**src/rtl/wbxbc_syscon_pkg.sv**
```systemverilog
// -----------------------------------------------------------------------------
// wbxbc_syscon_pkg
// Shared definitions for the WbXbc SYSCON reset / clock-enable sequencer:
//   - state_t      : sequencer FSM states (POR, RELEASE, RUN)
//   - ADR_*        : Wishbone register addresses
//   - cnt_w()      : counter width helper for the delay/hold counters
// -----------------------------------------------------------------------------
package wbxbc_syscon_pkg;

    typedef enum logic [1:0] {
        ST_POR     = 2'd0,
        ST_RELEASE = 2'd1,
        ST_RUN     = 2'd2
    } state_t;

    localparam logic [1:0] ADR_RST  = 2'd0;
    localparam logic [1:0] ADR_CEN  = 2'd1;
    localparam logic [1:0] ADR_STAT = 2'd2;

    // Width able to hold the value v itself (the counters compare against
    // their terminal value, so clog2(v) alone would be one bit short for
    // powers of two). Never narrower than one bit.
    function automatic int cnt_w(input int v);
        return (v < 1) ? 1 : $clog2(v + 1);
    endfunction

endpackage

```
**src/rtl/wbxbc_syscon_dom.sv**
```systemverilog
// -----------------------------------------------------------------------------
// wbxbc_syscon_dom
// One managed clock domain: its reset flop and the minimum-hold counter.
//   clk_i       in   system clock
//   sync_rst_i  in   synchronous active-high reset (forces the domain into reset)
//   i_rel       in   release strobe for this domain's slot (POR/RELEASE only)
//   i_rst_bit   in   RST register bit: 1 = hold domain in reset
//   i_cen_bit   in   CEN register bit: clock enable request
//   i_run       in   sequencer is in RUN; enables soft reset handling
//   o_dom_rst   out  registered domain reset, active-high
//   o_dom_sync  out  clock enable, forced on while the domain is in reset
// -----------------------------------------------------------------------------
module wbxbc_syscon_dom
    import wbxbc_syscon_pkg::*;
#(
    parameter int MIN_RST = 3
) (
    input  logic clk_i,
    input  logic sync_rst_i,
    input  logic i_rel,
    input  logic i_rst_bit,
    input  logic i_cen_bit,
    input  logic i_run,
    output logic o_dom_rst,
    output logic o_dom_sync
);

    localparam int HOLD_W = cnt_w(MIN_RST);

    logic              r_dom_rst;
    logic [HOLD_W-1:0] r_hold;

    // r_hold counts the reset cycles still owed after the current one, so
    // it is loaded with MIN_RST-1 on entry: the flop is then high for
    // exactly MIN_RST cycles when RST is cleared immediately.
    always_ff @(posedge clk_i) begin
        if (sync_rst_i) begin
            r_dom_rst <= 1'b1;
            r_hold    <= '0;
        end else if (!i_run) begin
            // Power-on sequence: only the release slot may clear the reset,
            // and a domain held by RST simply lets its slot pass.
            if (i_rel && !i_rst_bit) begin
                r_dom_rst <= 1'b0;
            end
        end else if (!r_dom_rst) begin
            if (i_rst_bit) begin
                r_dom_rst <= 1'b1;
                r_hold    <= HOLD_W'(MIN_RST - 1);
            end
        end else begin
            // Re-asserting RST while already in reset never reloads r_hold.
            if (r_hold != '0) begin
                r_hold <= r_hold - 1'b1;
            end else if (!i_rst_bit) begin
                r_dom_rst <= 1'b0;
            end
        end
    end

    assign o_dom_rst  = r_dom_rst;
    // Both terms are flops, so the enable cannot glitch.
    assign o_dom_sync = i_cen_bit | r_dom_rst;

endmodule

```
**src/rtl/wbxbc_syscon_ctrl.sv**
```systemverilog
// -----------------------------------------------------------------------------
// wbxbc_syscon_ctrl
// Reset and clock-enable sequencer for the WbXbc SYSCON resource. After reset
// it waits POR_DLY cycles, releases the N_DOM domain resets one per
// STAGE_DLY cycles in ascending order, then lets software hold domains in
// soft reset (RST) or gate their clock enables (CEN) over Wishbone.
//   clk_i       in   system clock
//   sync_rst_i  in   synchronous active-high reset
//   cyc_i/stb_i in   Wishbone cycle / strobe (pipelined, never stalls)
//   we_i        in   write enable
//   adr_i       in   0=RST, 1=CEN, 2=STATUS (dom_rst_o), 3=reads 0
//   dat_i       in   write data
//   ack_o       out  one-cycle ack after each accepted request
//   stall_o     out  constant 0
//   dat_o       out  read data, valid with ack_o
//   dom_rst_o   out  per-domain reset, active-high
//   dom_sync_o  out  per-domain clock enable
//   por_done_o  out  power-on release sequence finished
// -----------------------------------------------------------------------------
module wbxbc_syscon_ctrl
    import wbxbc_syscon_pkg::*;
#(
    parameter int N_DOM     = 4,
    parameter int POR_DLY   = 4,
    parameter int STAGE_DLY = 2,
    parameter int MIN_RST   = 3
) (
    input  logic             clk_i,
    input  logic             sync_rst_i,
    input  logic             cyc_i,
    input  logic             stb_i,
    input  logic             we_i,
    input  logic [1:0]       adr_i,
    input  logic [N_DOM-1:0] dat_i,
    output logic             ack_o,
    output logic             stall_o,
    output logic [N_DOM-1:0] dat_o,
    output logic [N_DOM-1:0] dom_rst_o,
    output logic [N_DOM-1:0] dom_sync_o,
    output logic             por_done_o
);

    localparam int POR_W = cnt_w(POR_DLY);
    localparam int STG_W = cnt_w(STAGE_DLY);
    localparam int IDX_W = cnt_w(N_DOM);

    // ------------------------------------------------------------------
    // Release sequencer
    // ------------------------------------------------------------------
    state_t           r_state;
    logic [POR_W-1:0] r_por_cnt;
    logic [STG_W-1:0] r_stg_cnt;
    logic [IDX_W-1:0] r_idx;
    logic             r_por_done;

    logic             w_por_hit;
    logic             w_stg_hit;
    logic             w_last;
    logic [N_DOM-1:0] w_rel;

    // r_por_cnt equals the edge number while in POR, so slot 0 lands on
    // edge POR_DLY. r_stg_cnt restarts at 1 after every slot, so the next
    // slot lands exactly STAGE_DLY edges later.
    assign w_por_hit = (r_state == ST_POR) && (r_por_cnt == POR_W'(POR_DLY));
    assign w_stg_hit = (r_state == ST_RELEASE) && (r_stg_cnt == STG_W'(STAGE_DLY));
    assign w_last    = (N_DOM == 1) ? w_por_hit
                                    : (w_stg_hit && (r_idx == IDX_W'(N_DOM - 1)));

    always_ff @(posedge clk_i) begin
        if (sync_rst_i) begin
            r_state    <= ST_POR;
            r_por_cnt  <= '0;
            r_stg_cnt  <= '0;
            r_idx      <= '0;
            r_por_done <= 1'b0;
        end else begin
            unique case (r_state)
                ST_POR: begin
                    if (w_por_hit) begin
                        r_state   <= (N_DOM == 1) ? ST_RUN : ST_RELEASE;
                        r_stg_cnt <= STG_W'(1);
                        r_idx     <= IDX_W'(1);
                    end else begin
                        r_por_cnt <= r_por_cnt + 1'b1;
                    end
                end
                ST_RELEASE: begin
                    if (w_stg_hit) begin
                        r_stg_cnt <= STG_W'(1);
                        r_idx     <= r_idx + 1'b1;
                        if (w_last) begin
                            r_state <= ST_RUN;
                        end
                    end else begin
                        r_stg_cnt <= r_stg_cnt + 1'b1;
                    end
                end
                ST_RUN: begin
                    r_state <= ST_RUN;
                end
                default: begin
                    r_state <= ST_POR;
                end
            endcase
            if (w_last) begin
                r_por_done <= 1'b1;
            end
        end
    end

    // ------------------------------------------------------------------
    // Wishbone register file
    // ------------------------------------------------------------------
    logic [N_DOM-1:0] r_rst;
    logic [N_DOM-1:0] r_cen;
    logic             r_ack;
    logic [N_DOM-1:0] r_dat;
    logic             w_req;
    logic [N_DOM-1:0] w_dom_rst;
    logic [N_DOM-1:0] w_dom_sync;

    assign w_req = cyc_i & stb_i;

    always_ff @(posedge clk_i) begin
        if (sync_rst_i) begin
            r_rst <= '0;
            r_cen <= '1;
            r_ack <= 1'b0;
            r_dat <= '0;
        end else begin
            r_ack <= w_req;
            r_dat <= '0;
            if (w_req) begin
                if (we_i) begin
                    // STATUS and the spare address swallow writes.
                    if (adr_i == ADR_RST) begin
                        r_rst <= dat_i;
                    end else if (adr_i == ADR_CEN) begin
                        r_cen <= dat_i;
                    end
                end else begin
                    unique case (adr_i)
                        ADR_RST:  r_dat <= r_rst;
                        ADR_CEN:  r_dat <= r_cen;
                        ADR_STAT: r_dat <= w_dom_rst;
                        default:  r_dat <= '0;
                    endcase
                end
            end
        end
    end

    // Dropping cyc_i abandons the cycle, so the pending ack is masked.
    assign ack_o   = r_ack & cyc_i;
    assign stall_o = 1'b0;
    assign dat_o   = r_dat;

    // ------------------------------------------------------------------
    // Per-domain reset / enable
    // ------------------------------------------------------------------
    logic w_run;
    assign w_run = (r_state == ST_RUN);

    for (genvar gi = 0; gi < N_DOM; gi++) begin : g_dom
        if (gi == 0) begin : g_first
            assign w_rel[gi] = w_por_hit;
        end else begin : g_rest
            assign w_rel[gi] = w_stg_hit && (r_idx == IDX_W'(gi));
        end

        wbxbc_syscon_dom #(
            .MIN_RST (MIN_RST)
        ) u_dom (
            .clk_i      (clk_i),
            .sync_rst_i (sync_rst_i),
            .i_rel      (w_rel[gi]),
            .i_rst_bit  (r_rst[gi]),
            .i_cen_bit  (r_cen[gi]),
            .i_run      (w_run),
            .o_dom_rst  (w_dom_rst[gi]),
            .o_dom_sync (w_dom_sync[gi])
        );
    end

    assign dom_rst_o  = w_dom_rst;
    assign dom_sync_o = w_dom_sync;
    assign por_done_o = r_por_done;

endmodule

```
**config.mk**
```make
export PLATFORM = sky130hd
export DESIGN_NAME = wbxbc_syscon_ctrl
export DESIGN_NICKNAME = d
export VERILOG_FILES = /design/src/rtl/wbxbc_syscon_pkg.sv /design/src/rtl/wbxbc_syscon_dom.sv /design/src/rtl/wbxbc_syscon_ctrl.sv
export SDC_FILE = /design/constraint.sdc
export NUM_CORES = 1
export LEC_CHECK = 0
export ABC_AREA = 0
export CAP_MARGIN = 20
export CORE_MARGIN = 3
export CORE_UTILIZATION = 40
export CTS_CLUSTER_DIAMETER = 100
export DETAILED_ROUTE_END_ITERATION = 8
export HOLD_SLACK_MARGIN = 0.12
export PLACE_DENSITY = 0.61
export SETUP_SLACK_MARGIN = 0.2
export SYNTH_ARGS = -nofsm -noshare
export SYNTH_HDL_FRONTEND = slang
export SYNTH_SLANG_ARGS = --single-unit
export TNS_END_PERCENT = 100
```
**constraint.sdc**
```tcl
create_clock -name clk_i -period 1.7 [get_ports clk_i]
set_input_delay 0.425 -clock clk_i [delete_from_list [all_inputs] [get_ports clk_i]]
set_output_delay 0.425 -clock clk_i [all_outputs]
set_load 0.005 [all_outputs]
```
* Word level (Yosys, flattened, before mapping)
Cells that the tools add are included.
** Storage, ports and cells
- Register bits after elaboration :: 36
- Input bits :: 11
- Output and inout bits :: 15
- Logic and storage cells :: 130
** Cells by class
- Add/sub/neg operators :: 7
- Equality and inequality tests :: 16
- Muxes and demuxes :: 42
- Bitwise logic cells :: 9
- Reduce and logical (&&, ||, !) cells :: 39
** Operators with widths (count)
- 2-bit two-way mux :: 16
- 2-bit nonzero test :: 13
- 3-bit AND reduction :: 7
- 1-bit two-way mux :: 20
- 4-bit one-hot mux with 3 select lines :: 1
- 2-bit inequality test (second input constant) :: 5
- 1-bit logical AND :: 9
- 2-bit by 1-bit subtractor with 2-bit output (second input constant) :: 4
- 3-bit by 1-bit adder with 3-bit output (second input constant) :: 2
- 2-bit equality test (second input constant) :: 3
- 3-bit by 2-bit equality test with 1-bit output (second input constant) :: 2
- 3-bit two-way mux :: 2
- 2-bit one-hot mux with 3 select lines :: 1
- 3-bit one-hot mux with 2 select lines :: 1
- 2-bit by 1-bit equality test with 1-bit output (second input constant) :: 2
- 1-bit logical NOT :: 4
- 2-bit logical NOT :: 2
- 2-bit by 1-bit inequality test with 1-bit output (second input constant) :: 2
- 1-bit OR :: 4
- 2-bit one-hot mux with 2 select lines :: 1
- 2-bit AND reduction :: 2
- 4-bit AND reduction :: 1
- 3-bit by 1-bit equality test with 1-bit output (second input constant) :: 1
- 3-bit equality test (second input constant) :: 1
- 4 further kinds :: 7

* Logic depth before layout (Yosys ltp)
- Depth after elaboration :: 6
- Depth in mapped cells :: 6
- Mapped depth without buffers :: 5

* Hierarchy
A second synthesis with hierarchy kept.
** Unflattened totals
- Cell total of the unflattened synthesis :: 222
- Area total of the unflattened synthesis :: 2020.7 um^2
** By module, submodules not included
- wbxbc_syscon_ctrl :: times used 1, cells each 138, area each 1270.0 um^2, seq. area each 480.5 um^2
- wbxbc_syscon_dom :: times used 4, cells each 21, area each 187.7 um^2, seq. area each 60.1 um^2

* Worst setup path before layout
No wires, ideal clock.
- Path kind :: register to register
- Start point :: reg r_por_cnt[0]
- End point :: reg r_por_cnt[2]
- Setup time :: 0.070 ns
- Arrival :: 1.356 ns
- Required time :: 1.630 ns
- Path slack :: 0.273 ns
- Cell stages (with the launch flop) :: 7
- Buffers on the path :: 1
- Period minus slack after synthesis :: 1.427 ns
- Path through :: dfxtp_1 inv_1 ha_1 a21bo_2 buf_2 or3_1 a21oi_1
** Between the ends
- Word-level cells in the longest chain between the ends :: 4
- Elaborated cells between the ends (all ways) :: 5
- Classes of those cells :: add/sub (1); eq/ne (1); bitwise (1); reduce/logical (2)
** RTL lines
- start: declaration :: RTL line wbxbc_syscon_ctrl.sv:51 : logic [POR_W-1:0] r_por_cnt;
- start signal: assignment :: RTL line wbxbc_syscon_ctrl.sv:84 : r_por_cnt <= r_por_cnt + 1'b1;
- 3-bit equality test :: RTL line wbxbc_syscon_ctrl.sv:64 : assign w_por_hit = (r_state == ST_POR) && (r_por_cnt == POR_W'(POR_DLY));
- 1-bit logical AND :: RTL line wbxbc_syscon_ctrl.sv:64
- 1-bit inverter (no line)
- 2-bit AND reduction (no line)
Several ways; a longest one is shown, not always the timed one.
A chain may end at the register's enable or synchronous reset.

* Worst setup path after layout
- Start point :: reg r_cen[2]
- End point :: out dom_sync_o[2]
** Between the ends
- Word-level cells in the longest chain between the ends :: 1
** RTL lines
- start: declaration :: RTL line wbxbc_syscon_ctrl.sv:115 : logic [N_DOM-1:0] r_cen;
- start signal: assignment :: RTL line wbxbc_syscon_ctrl.sv:139 : r_cen <= dat_i;
- 1-bit OR :: RTL line wbxbc_syscon_dom.sv:63 : assign o_dom_sync = i_cen_bit | r_dom_rst;
- end: declaration :: RTL line wbxbc_syscon_ctrl.sv:39 : output logic [N_DOM-1:0] dom_sync_o,
No other way between the ends.

==> run_results.csv <==
group,metric,value,unit
synthesis,synth_compound_area_frac,0.195,
power_and_ir_drop,power_frac_clock,0.311,
synthesis,ys_async_sr_fraction,0,
critical_path,required,1270,ps
critical_path,crit_type,"reg2out",
sta,slew_violations,0,
synthesis,synth_top_area_cell,"dfxtp_1",
power_and_ir_drop,p_leak,0.996,nW
sta,finalCritPeriodShare,0.864,
sta,max_freq,681,MHz
layout,drive_gt1_frac,0.234,
global_route,grt_pass1_vias,1545,
cts,ctsHtreeMaxLevel,2,
layout,fin_cells,326,
synthesis,synth_top_area_frac,0.364,
power_and_ir_drop,p_switching,0.760,mW
synthesis,seq_area_frac_synth,0.364,
place,place.gp.congestion,0.753,
critical_path,arrival,1040,ps
route,wire_per_inst,13.0,um
critical_path,r2r-start,"r_state[0]",
synthesis,netlist_instances,228,
die,dieHeight,76.3,um
synthesis,synth_area_per_cell,8.68,um2
power_and_ir_drop,max-vdd-ir-drop,0.733,mV
run,max-cap-violations,0,
cts,cts_root_buffer,"clkbuf_8",
cts,clk_latency,300,ps
critical_path,r2r_cells,6,
synthesis,synth_edf_count,0,
cts,clock-sinks,36,
power_and_ir_drop,p_sw_frac,0.307,
cts,hold_buffers,0,
route,drc_errors,0,
layout,nNetsFinal,285,
global_route,grt_max_degree,25,
cts,cts_tree,"done",
place,placed_area,0.00234,mm2
synthesis,synth.distinct_cells,41,
route,drt_iter0_markers,60,
place,hpwl,2990,um
global_route,grt_remaining_overflow,0,
critical_path,crit_start,"r_cen[2]",
critical_path,ff2ff_setup_slack,260,ps
layout,final-seq-area,738,um2
sta,rsz0062_at_grt,"true",
synthesis,synth.area.top_cells,"dfxtp_1 (36%), ha_1 (8.9%), mux2i_1 (4.6%)",
sta,setup_viol,0,
synthesis,synthAdderAreaFrac,0.0886,
cts,numCtsBuffers,5,
global_route,grt_pass1_wl,7190,um
power_and_ir_drop,seqPwrFrac,0.408,
power_and_ir_drop,p_comb_frac,0.280,
critical_path,cp_max_fo,3,
run_status,status,"complete, no violations",
die,design.die.area,0.00583,mm2
synthesis,synth_ff_type,"dfxtp_1",
layout,n_fill_cell,440,
die,dieWidth,76.3,um
die,io_pins,26,
power_and_ir_drop,powerDensity,980,mW/mm2
route,drtAntennaViolNets,0,
worst_hold_path,hold_class,"reg2reg",
sta,finalClockSkew,7.41,ps
sta,hold_viol,0,
critical_path,worst_setup_path_start_kind,"flip-flop",
synthesis,synth.area.mux_share,0.0455,
layout,num_antenna_cells,0,
synthesis,synth_simple_gate_area_frac,0.207,
layout,multi_input_area,0.00111,mm2
synthesis,yosys_warnings,0,
route,wl,4230,um
synthesis,synth_top_family_by_area,"simple AND/OR/NAND/NOR gates",
place,port_buffers,24,
layout,syn2layout_area_growth,27.5,%
sta,min_period,1470,ps
global_route,antenna_found_initial,0,
critical_path,r2r-end,"r_idx[0]",
global_route,grt.total_usage,0.152,
synthesis,yosys.area_share.xor_xnor,0,
synthesis,synth.net_count,253,
route,drtPass1Iterations,4,
synthesis,synth-seq-cells,36,
sta,fin_tns_setup,0,ps
cts,clk_pin_slew,80,ps
die,rows,24,
die,core,0.00456,mm2
critical_path,crit_path_end_kind,"primary output",
critical_path,worstSetupEndpoint,"dom_sync_o[2]",
die,start_util,0.433,
route,via_per_inst,5.18,
route,vias,1689,
power_and_ir_drop,p_int,1.71,mW
cts,clock_path_buffers,2,
layout,final_area,0.00252,mm2
place,dp_cells,314,
synthesis,netlist_area,0.00198,mm2
## synthesized netlist by cell type, types with 2 or more instances
library cell and instances:
o21ai_0 17, a21oi_1 16, nor3b_1 6, nor2b_1 2, a221oi_1 3, and3_1 3, nand2_1 18, ha_1 14
dfxtp_1 36, a31oi_1 5, buf_2 3, o311ai_0 2, or2_2 4, o211a_1 2, nand3_1 5, mux2i_1 9
inv_1 19, and3_4 2, clkbuf_1 7, buf_4 9, nand3b_1 7, nand4b_1 4, a2bb2oi_1 4, and2_1 5
a211o_1 4, nor2_1 7
## cell families after synthesis
logic type | count (synthesis)
buffers and inverters | 39
adders and majority gates | 14
other | 1
and+or+nand+nor | 69
AOI/OAI and AO/OA | 60
muxes | 9
DFF | 36
## registers in the layout (all words and copies together) (netlist names), 2 cells and up
| register | cells |
|---|---|
| r_por_cnt | 3 |
| r_state | 2 |
| dat_o | 4 |
| r_stg_cnt | 2 |
| r_cen | 4 |
| r_rst | 4 |
| g_dom.u_dom.r_hold | 8 |
| r_idx | 3 |
| g_dom.u_dom.o_dom_rst | 4 |
## critical path: stages, from the launching register on
cell and delay [ps]:
dfxtp_1 330, or2_2 290, buf_2 130
## timing repair
| item | CTS | global route |
|---|---|---|
| setup buffers | 3 | 1 |
| resized for setup | 40 | 17 |
| pin swaps | 1 | 2 |
| setup endpoints to repair | 19 | 19 |
## layer usage
metal	track usage	share of wire	up-vias	wire length [um]
li1	-	-	866	-
met1	0.207	0.51	789	2150
met2	0.228	0.44	26	1860
met3	0.0331	0.032	8	137
met4	0.0707	0.021	0	87
met5	0	0	-	0
## area by class of cell
cell class | instances | area share
repair buffers | 45 | 0.162
flip-flops and latches | 36 | 0.293
clock inverters | 3 | 0.0169
inverters | 19 | 0.0283
multi-input cells | 153 | 0.440
well taps | 65 | 0.0322
clock buffers | 5 | 0.0273
## power groups by stage
| stage | sequential [mW] | clock [mW] | combinational [mW] |
|---|---|---|---|
| after floorplan | 1.01 | 0 | 0.431 |
| after global placement | 1.02 | 0 | 0.622 |
| after detailed placement | 1.02 | 0 | 0.625 |
| after CTS | 0.997 | 0.791 | 0.643 |
| after global routing | 1.02 | 0.824 | 0.779 |
| final | 1.01 | 0.770 | 0.694 |
## worst min path at each step
stage	slack, ps	cells after the start	startpoint	to
after floorplan	450	2	r_por_cnt[0]	r_por_cnt[0]
after detailed placement	470	2	r_por_cnt[1]	r_por_cnt[1]
after global placement	460	2	r_por_cnt[1]	r_por_cnt[1]
after global routing	490	2	r_por_cnt[1]	r_por_cnt[1]
after CTS	470	1	r_cen[0]	r_cen[0]
final	470	2	por_done_o	por_done_o
## metrics by stage
stage	util	power (mW)	hold WS, ps	setup slack (ps)
3_3_place_gp	0.514	1.64	462	-260
5_1_grt	0.553	2.63	490	166
6_report	0.553	2.47	469	232
4_1_cts	0.541	2.43	469	198
2_1_floorplan	-	1.44	449	273
3_5_place_dp	0.514	1.64	468	-253
## placed cells by master (no fill, tap or decap), drive strengths merged, types with 5 or more instances in the layout
cell / Yosys / routed
dlygate4sd2: 0 / 10
nand3: 5 / 5
o21ai: 17 / 17
and2: 5 / 5
nand3b: 7 / 7
a21oi: 16 / 16
dfxtp: 36 / 36
clkbuf: 7 / 5
a31oi: 5 / 5
nor3b: 6 / 6
nand2: 18 / 18
buf: 13 / 25
inv: 19 / 19
and3: 5 / 5
ha: 14 / 14
mux2i: 9 / 9
clkdlybuf4s50: 0 / 8
nor2: 7 / 7
No activity file was read; power rests on OpenSTA's default activity.
